**config.mk**
```make
export PLATFORM = sky130hd
export DESIGN_NAME = mem_arbiter
export DESIGN_NICKNAME = d
export VERILOG_FILES = /design/src/rtl/mem_arbiter.sv
export SDC_FILE = /design/constraint.sdc
export NUM_CORES = 1
export LEC_CHECK = 0
export ABC_CLOCK_PERIOD_IN_PS = 3200
export CORE_MARGIN = 2
export CORE_UTILIZATION = 36
export DETAILED_ROUTE_END_ITERATION = 7
export PLACE_DENSITY = 0.8
export SYNTH_ARGS = -nofsm -noshare
export SYNTH_HDL_FRONTEND = slang
export SYNTH_SLANG_ARGS = --single-unit
```
**constraint.sdc**
```tcl
create_clock -name clk -period 3.2 [get_ports clk]
set_input_delay 0.64 -clock clk [delete_from_list [all_inputs] [get_ports clk]]
set_output_delay 0.64 -clock clk [all_outputs]
set_load 0.005 [all_outputs]
```
**src/rtl/mem_arbiter.sv**
```systemverilog
// Two-port round-robin arbiter with bounded lock bursts in front of a single-port
// memory whose read data returns two cycles after the read address is presented.
module mem_arbiter #(
  parameter int ADDR_W    = 8,
  parameter int DATA_W    = 8,
  parameter int MAX_BURST = 4
) (
  input  logic              clk,
  input  logic              reset,
  input  logic              c0_req,
  input  logic              c1_req,
  input  logic              c0_we,
  input  logic              c1_we,
  input  logic              c0_lock,
  input  logic              c1_lock,
  input  logic [ADDR_W-1:0] c0_addr,
  input  logic [ADDR_W-1:0] c1_addr,
  input  logic [DATA_W-1:0] c0_wdata,
  input  logic [DATA_W-1:0] c1_wdata,
  output logic              c0_gnt,
  output logic              c1_gnt,
  output logic              c0_rvalid,
  output logic              c1_rvalid,
  output logic [DATA_W-1:0] c0_rdata,
  output logic [DATA_W-1:0] c1_rdata,
  output logic [ADDR_W-1:0] mem_raddr,
  input  logic [DATA_W-1:0] mem_rdata,
  output logic              mem_we,
  output logic [ADDR_W-1:0] mem_waddr,
  output logic [DATA_W-1:0] mem_wdata
);

  localparam int               CNT_W   = $clog2(MAX_BURST) + 1;
  localparam logic [CNT_W-1:0] MAX_CNT = CNT_W'(MAX_BURST);

  typedef struct packed {
    logic valid;
    logic port;
  } tag_t;

  logic              last_q, last_d;
  logic              owner_q, owner_d;
  logic              lock_q, lock_d;
  logic [CNT_W-1:0]  cnt_q, cnt_d;
  logic [ADDR_W-1:0] raddr_q, raddr_d;
  tag_t              tag1_q, tag1_d, tag2_q;

  logic              any_req, grant, win, win_we, win_lock, rd_grant;
  logic [ADDR_W-1:0] win_addr;
  logic [DATA_W-1:0] win_wdata;

  // lock_q means the previous cycle was a locked grant to owner_q.
  always_comb begin
    // NOTE: default assignment first so every path drives win and no latch is inferred.
    win = ~last_q;
    if (c0_req && !c1_req)                 win = 1'b0;
    else if (c1_req && !c0_req)            win = 1'b1;
    else if (lock_q && (cnt_q < MAX_CNT))  win = owner_q;
  end

  assign any_req   = c0_req | c1_req;
  assign grant     = any_req & ~reset;
  assign win_we    = win ? c1_we    : c0_we;
  assign win_lock  = win ? c1_lock  : c0_lock;
  assign win_addr  = win ? c1_addr  : c0_addr;
  assign win_wdata = win ? c1_wdata : c0_wdata;

  assign c0_gnt    = grant & ~win;
  assign c1_gnt    = grant &  win;
  assign mem_we    = grant & win_we;
  assign mem_waddr = mem_we ? win_addr  : '0;
  assign mem_wdata = mem_we ? win_wdata : '0;
  assign rd_grant  = grant & ~win_we;
  assign mem_raddr = rd_grant ? win_addr : raddr_q;

  always_comb begin
    last_d  = last_q;
    owner_d = owner_q;
    lock_d  = 1'b0;
    cnt_d   = '0;
    raddr_d = rd_grant ? win_addr : raddr_q;
    tag1_d  = '{valid: rd_grant, port: win};
    if (grant) begin
      last_d  = win;
      owner_d = win;
      lock_d  = win_lock;
      if ((win == owner_q) && lock_q) cnt_d = (cnt_q == MAX_CNT) ? cnt_q : cnt_q + 1'b1;
      else                            cnt_d = CNT_W'(1);
    end
  end

  always_ff @(posedge clk or posedge reset) begin
    if (reset) begin
      last_q  <= 1'b1;
      owner_q <= 1'b0;
      lock_q  <= 1'b0;
      cnt_q   <= '0;
      raddr_q <= '0;
      tag1_q  <= '0;
      tag2_q  <= '0;
    end else begin
      // NOTE: non-blocking so tag2_q takes the pre-edge tag1_q, forming a real pipeline.
      last_q  <= last_d;
      owner_q <= owner_d;
      lock_q  <= lock_d;
      cnt_q   <= cnt_d;
      raddr_q <= raddr_d;
      tag1_q  <= tag1_d;
      tag2_q  <= tag1_q;
    end
  end

  assign c0_rvalid = tag2_q.valid & ~tag2_q.port;
  assign c1_rvalid = tag2_q.valid &  tag2_q.port;
  assign c0_rdata  = c0_rvalid ? mem_rdata : '0;
  assign c1_rdata  = c1_rvalid ? mem_rdata : '0;

endmodule

```
After elaboration in Yosys (flattened, before gate mapping) --
Cells that the tools add are included.
Storage, ports and cells: output and inout port bits 45, word-level logic and storage cells 49, flip-flop bits (word level) 18, bits of input ports 48
Cells by class: reductions and logical operators 6, bitwise operators 13, add/subtract/negate cells 1, mux-type cells 16, order comparisons 1, equality and inequality tests 3
Operator list (number):
- $mux 8 | 7
- $mux 3 | 3
- $and 1x1->1 | 7
- $mux 1 | 6
- $not 1->1 | 5
- $logic_and 1x1->1 | 4
- $add 3x1->3 const B | 1
- $eq 3x3->1 const B | 1
- $lt 3x3->1 const B | 1
- $ne 3x3->1 const B | 1
- $logic_not 1->1 | 2
- $eq 1x1->1 | 1
- $or 1x1->1 | 1

Longest topological paths before layout --
depth in word-level cells 9, depth in mapped cells 7, depth with buffers taken out 5

Worst setup path after synthesis --
Ideal clock, no wire load.
path kind input port to output port, start input port reset, end output port mem_raddr[0], slack 487 ps, stages 5, path buffers 0, arrival time 2073 ps, data required time 2560 ps, path through inv_1 -> o21ai_0 -> a41oi_1 -> o21ai_4 -> a221oi_2
On the way: longest elaborated chain between the ends 4
Ends and longest elaborated chain:
- start: declaration | line 9 | input logic reset,
- $not 1->1 | line 62 | assign grant = any_req & ~reset;
- $and 1x1->1 | line 62
- $and 1x1->1 | line 73 | assign rd_grant = grant & ~win_we;
- $mux 8
- end: declaration | line 26 | output logic [ADDR_W-1:0] mem_raddr,
Every way passes these cells.

Final worst setup path --
start input port reset, end output port mem_waddr[0]
On the way: longest elaborated chain between the ends 4
Ends and longest elaborated chain:
- $not 1->1 | line 62
- $and 1x1->1 | line 62
- $and 1x1->1 | line 70 | assign mem_we = grant & win_we;
- $mux 8 | line 71 | assign mem_waddr = mem_we ? win_addr : '0;
- end: declaration | line 29 | output logic [ADDR_W-1:0] mem_waddr,
Every way passes these cells.

==> flow_summary.json <==
{
  "worst_slew_margin_rel_pct": 70.7,
  "drc_errors": 0,
  "final_common_cell": "clkdlybuf4s50_1",
  "setup_ws_ps": 146,
  "drt-vias-per-instance": 5.11,
  "hp-class": "reg -> reg",
  "synthSimpleGateAreaFrac_pct": 34.5,
  "core_um2": 3720,
  "fmax_mhz": 327,
  "period_minus_slack_ps": 3050,
  "place_hpwl_mm": 3.44,
  "cts_tree": "done",
  "start_util_pct": 38.0,
  "chipWidth_um": 66.6,
  "synth_nets": 223,
  "synthesis.area_um2": 1410,
  "synth_compound_area_share_pct": 18.4,
  "yosysTopAreaCell": "dfrtp_1",
  "holdCritStartpoint": "tag1_q[1]$_DFF_PP0_",
  "antenna_left": 0,
  "avgSynthCellArea_um2": 8.17,
  "tightest_slew_ps": 439,
  "end_kind": "output port",
  "synth_top_area_share_pct": 30.1,
  "fin_skew_ps": 6.61,
  "synth_top_family_by_area": "simple AND/OR/NAND/NOR gates",
  "grt_use_met1_pct": 23.4,
  "path_class": "in -> out",
  "synth_seq_cells": 18,
  "synth_seq_area_share_pct": 32.0,
  "ir_drop_uv": 168,
  "wl_per_cell_um": 13.3,
  "r2r_start": "lock_q$_DFF_PP0_",
  "startpoint": "reset",
  "grt_use_total_pct": 20.8,
  "leakagePower_uw": 0.00119,
  "busiest_layer": "met2",
  "ys.warnings.count": 0,
  "power.density_nw_per_um2": 335,
  "port_buffers": 92,
  "grt_util_met3_pct": 5.24,
  "synthMuxAreaShare_pct": 2.13,
  "fin_hold_ws_ps": 346,
  "status": "completed",
  "synth-xor-area-share_pct": 1.24,
  "groute.layer.met2.usage_pct": 38.6,
  "rrSetupSlack_ps": 1100,
  "final_cell_mix": "71 x clkdlybuf4s50_1, 19 x nand2_1, 17 x dfrtp_1, 16 x inv_1, 16 x nand3_1",
  "dr.pass1.iters": 4,
  "diodes": 0,
  "row_count": 22,
  "antenna_found_initial": 0,
  "fillers": 317,
  "grt-ovfl-total": 0,
  "cts-htree-levels": 1,
  "area_delta_synth_final_pct": 84.1,
  "drt-initial-drc-count": 44,
  "pre_cts_ws_ps": -386,
  "post_route_cells_drive_above_1_share_pct": 18.1,
  "root_buffer": "clkbuf_8",
  "grt_max_degree": 26,
  "arrival_ps": 2410,
  "crit_fanout": 9,
  "cts_buffer_depth": 2,
  "rsz0062_at_grt": "false",
  "cp-start-kind": "input port",
  "timing.max_cap.violations": 0,
  "grt_pass1_vias": 1630,
  "grt_first_pass_wirelength_mm": 7.18,
  "netlist_top_cells_area": "dfrtp_1 30%, a221oi_2 8.5%, o21ai_0 6.4%",
  "fp.dieH_um": 66.6,
  "ys_types": 29,
  "cts_buffers": 3,
  "wl_mm": 4.31,
  "path_clk_slew_ps": 70,
  "cts_sinks": 18,
  "nets": 327,
  "vias": 1655,
  "place_congestion": 0.827,
  "cp.required_ps": 2560,
  "ios": 93,
  "syn_inst": 173,
  "fin_crit_sh_pct": 95.4,
  "final_max_slew_viol_count": 0,
  "dieArea_um2": 4440,
  "synthAdderAreaFrac_pct": 1.77,
  "setup_viol": 0,
  "finalHoldViolCount": 0,
  "insertion_delay_ps": 250
}
==> sequential cells by signal, summed over array words and instances, names as in the netlist <==
name / flops
lock_q: 1
tag2_q: 2
owner_q: 1
tag1_q: 2
cnt_q: 3
last_q: 1
raddr_q: 8
==> synthesized netlist by cell type, drive strengths merged <==
cell      n
xor2      1
nor4      8
dfstp     1
nand3b    3
inv      16
nor3     10
dfrtp    17
o311ai    1
mux2i     3
o21ai    19
nor2b     2
a41oi     1
o31a      1
nor2     10
ha        2
xnor2     1
nand2    19
nand4bb   1
a221oi    8
buf      10
nand3    16
and3      9
clkbuf    4
and2     10
==> stage by stage <==
stage | util, % | std cells | TNS [ps] | power, uW | instance area (um^2)
2_1_floorplan | - | 173 | 0 | 476 | 1410
3_3_place_gp | 67.5 | 316 | -6090 | 709 | 2510
3_5_place_dp | 67.5 | 316 | -7010 | 717 | 2510
4_1_cts | 69.0 | 322 | -0.133 | 871 | 2560
5_1_grt | 70.0 | 324 | 0 | 927 | 2600
6_report | 70.0 | 324 | 0 | 872 | 2600
==> per-layer routing <==
layer	routed length, um	vias up
met1	1710	751
li1	-	814
met4	55	0
met3	437	6
met5	0	-
met2	2110	84
==> layout make-up <==
| type | instances | area [um^2] | share of cell area [%] |
|---|---|---|---|
| Sequential cell | 18 | 452 | 17.4 |
| Multi-Input combinational cell | 125 | 853 | 32.8 |
| Tap cell | 48 | 60.1 | 2.31 |
| Inverter | 16 | 60.1 | 2.31 |
| Timing Repair Buffer | 113 | 1130 | 43.5 |
| Clock buffer | 4 | 45.0 | 1.73 |
==> worst paths after layout <==
kind / endpoint / cells after the start
max: mem_waddr[0] / 9
min in group asynchronous: tag2_q[1]$_DFF_PP0_ / 3
max reg2reg: cnt_q[1]$_DFFE_PP0P_ / 8
min reg2reg: tag2_q[1]$_DFF_PP0_ / 0
max in group asynchronous: last_q$_DFFE_PP1P_ / 3
min: tag2_q[1]$_DFF_PP0_ / 0
==> report_power, final <==
group          switching, uW  internal [uW]
combinational            178            240
clock                   77.1           88.4
sequential              20.4            269
==> worst max-delay path, stage by stage <==
cell and delay [ps]:
clkdlybuf4s50_1 420, inv_1 90, o21ai_2 70, buf_4 180, nor2_2 130, buf_6 150, nand2_1 50, o21ai_0 160
clkdlybuf4s50_1 530
==> logic make-up after synthesis <==
family	after synthesis
multiplexers	3
buffers and inverters	30
flip-flops	18
AO/OA/AOI/OAI	30
adder cells (fa/ha/maj)	2
AND/OR/NAND/NOR	88
XOR/XNOR	2
==> what timing repair did <==
item | 4_1_cts | 5_1_grt
endpoints found under the setup margin | 27 | 16
pin swaps | 4 | 2
gates resized for setup | 17 | 21
buffers inserted | 2 | 2
hold buffers | 0 | 0
Note: power is estimated with default switching activity, not from simulation.
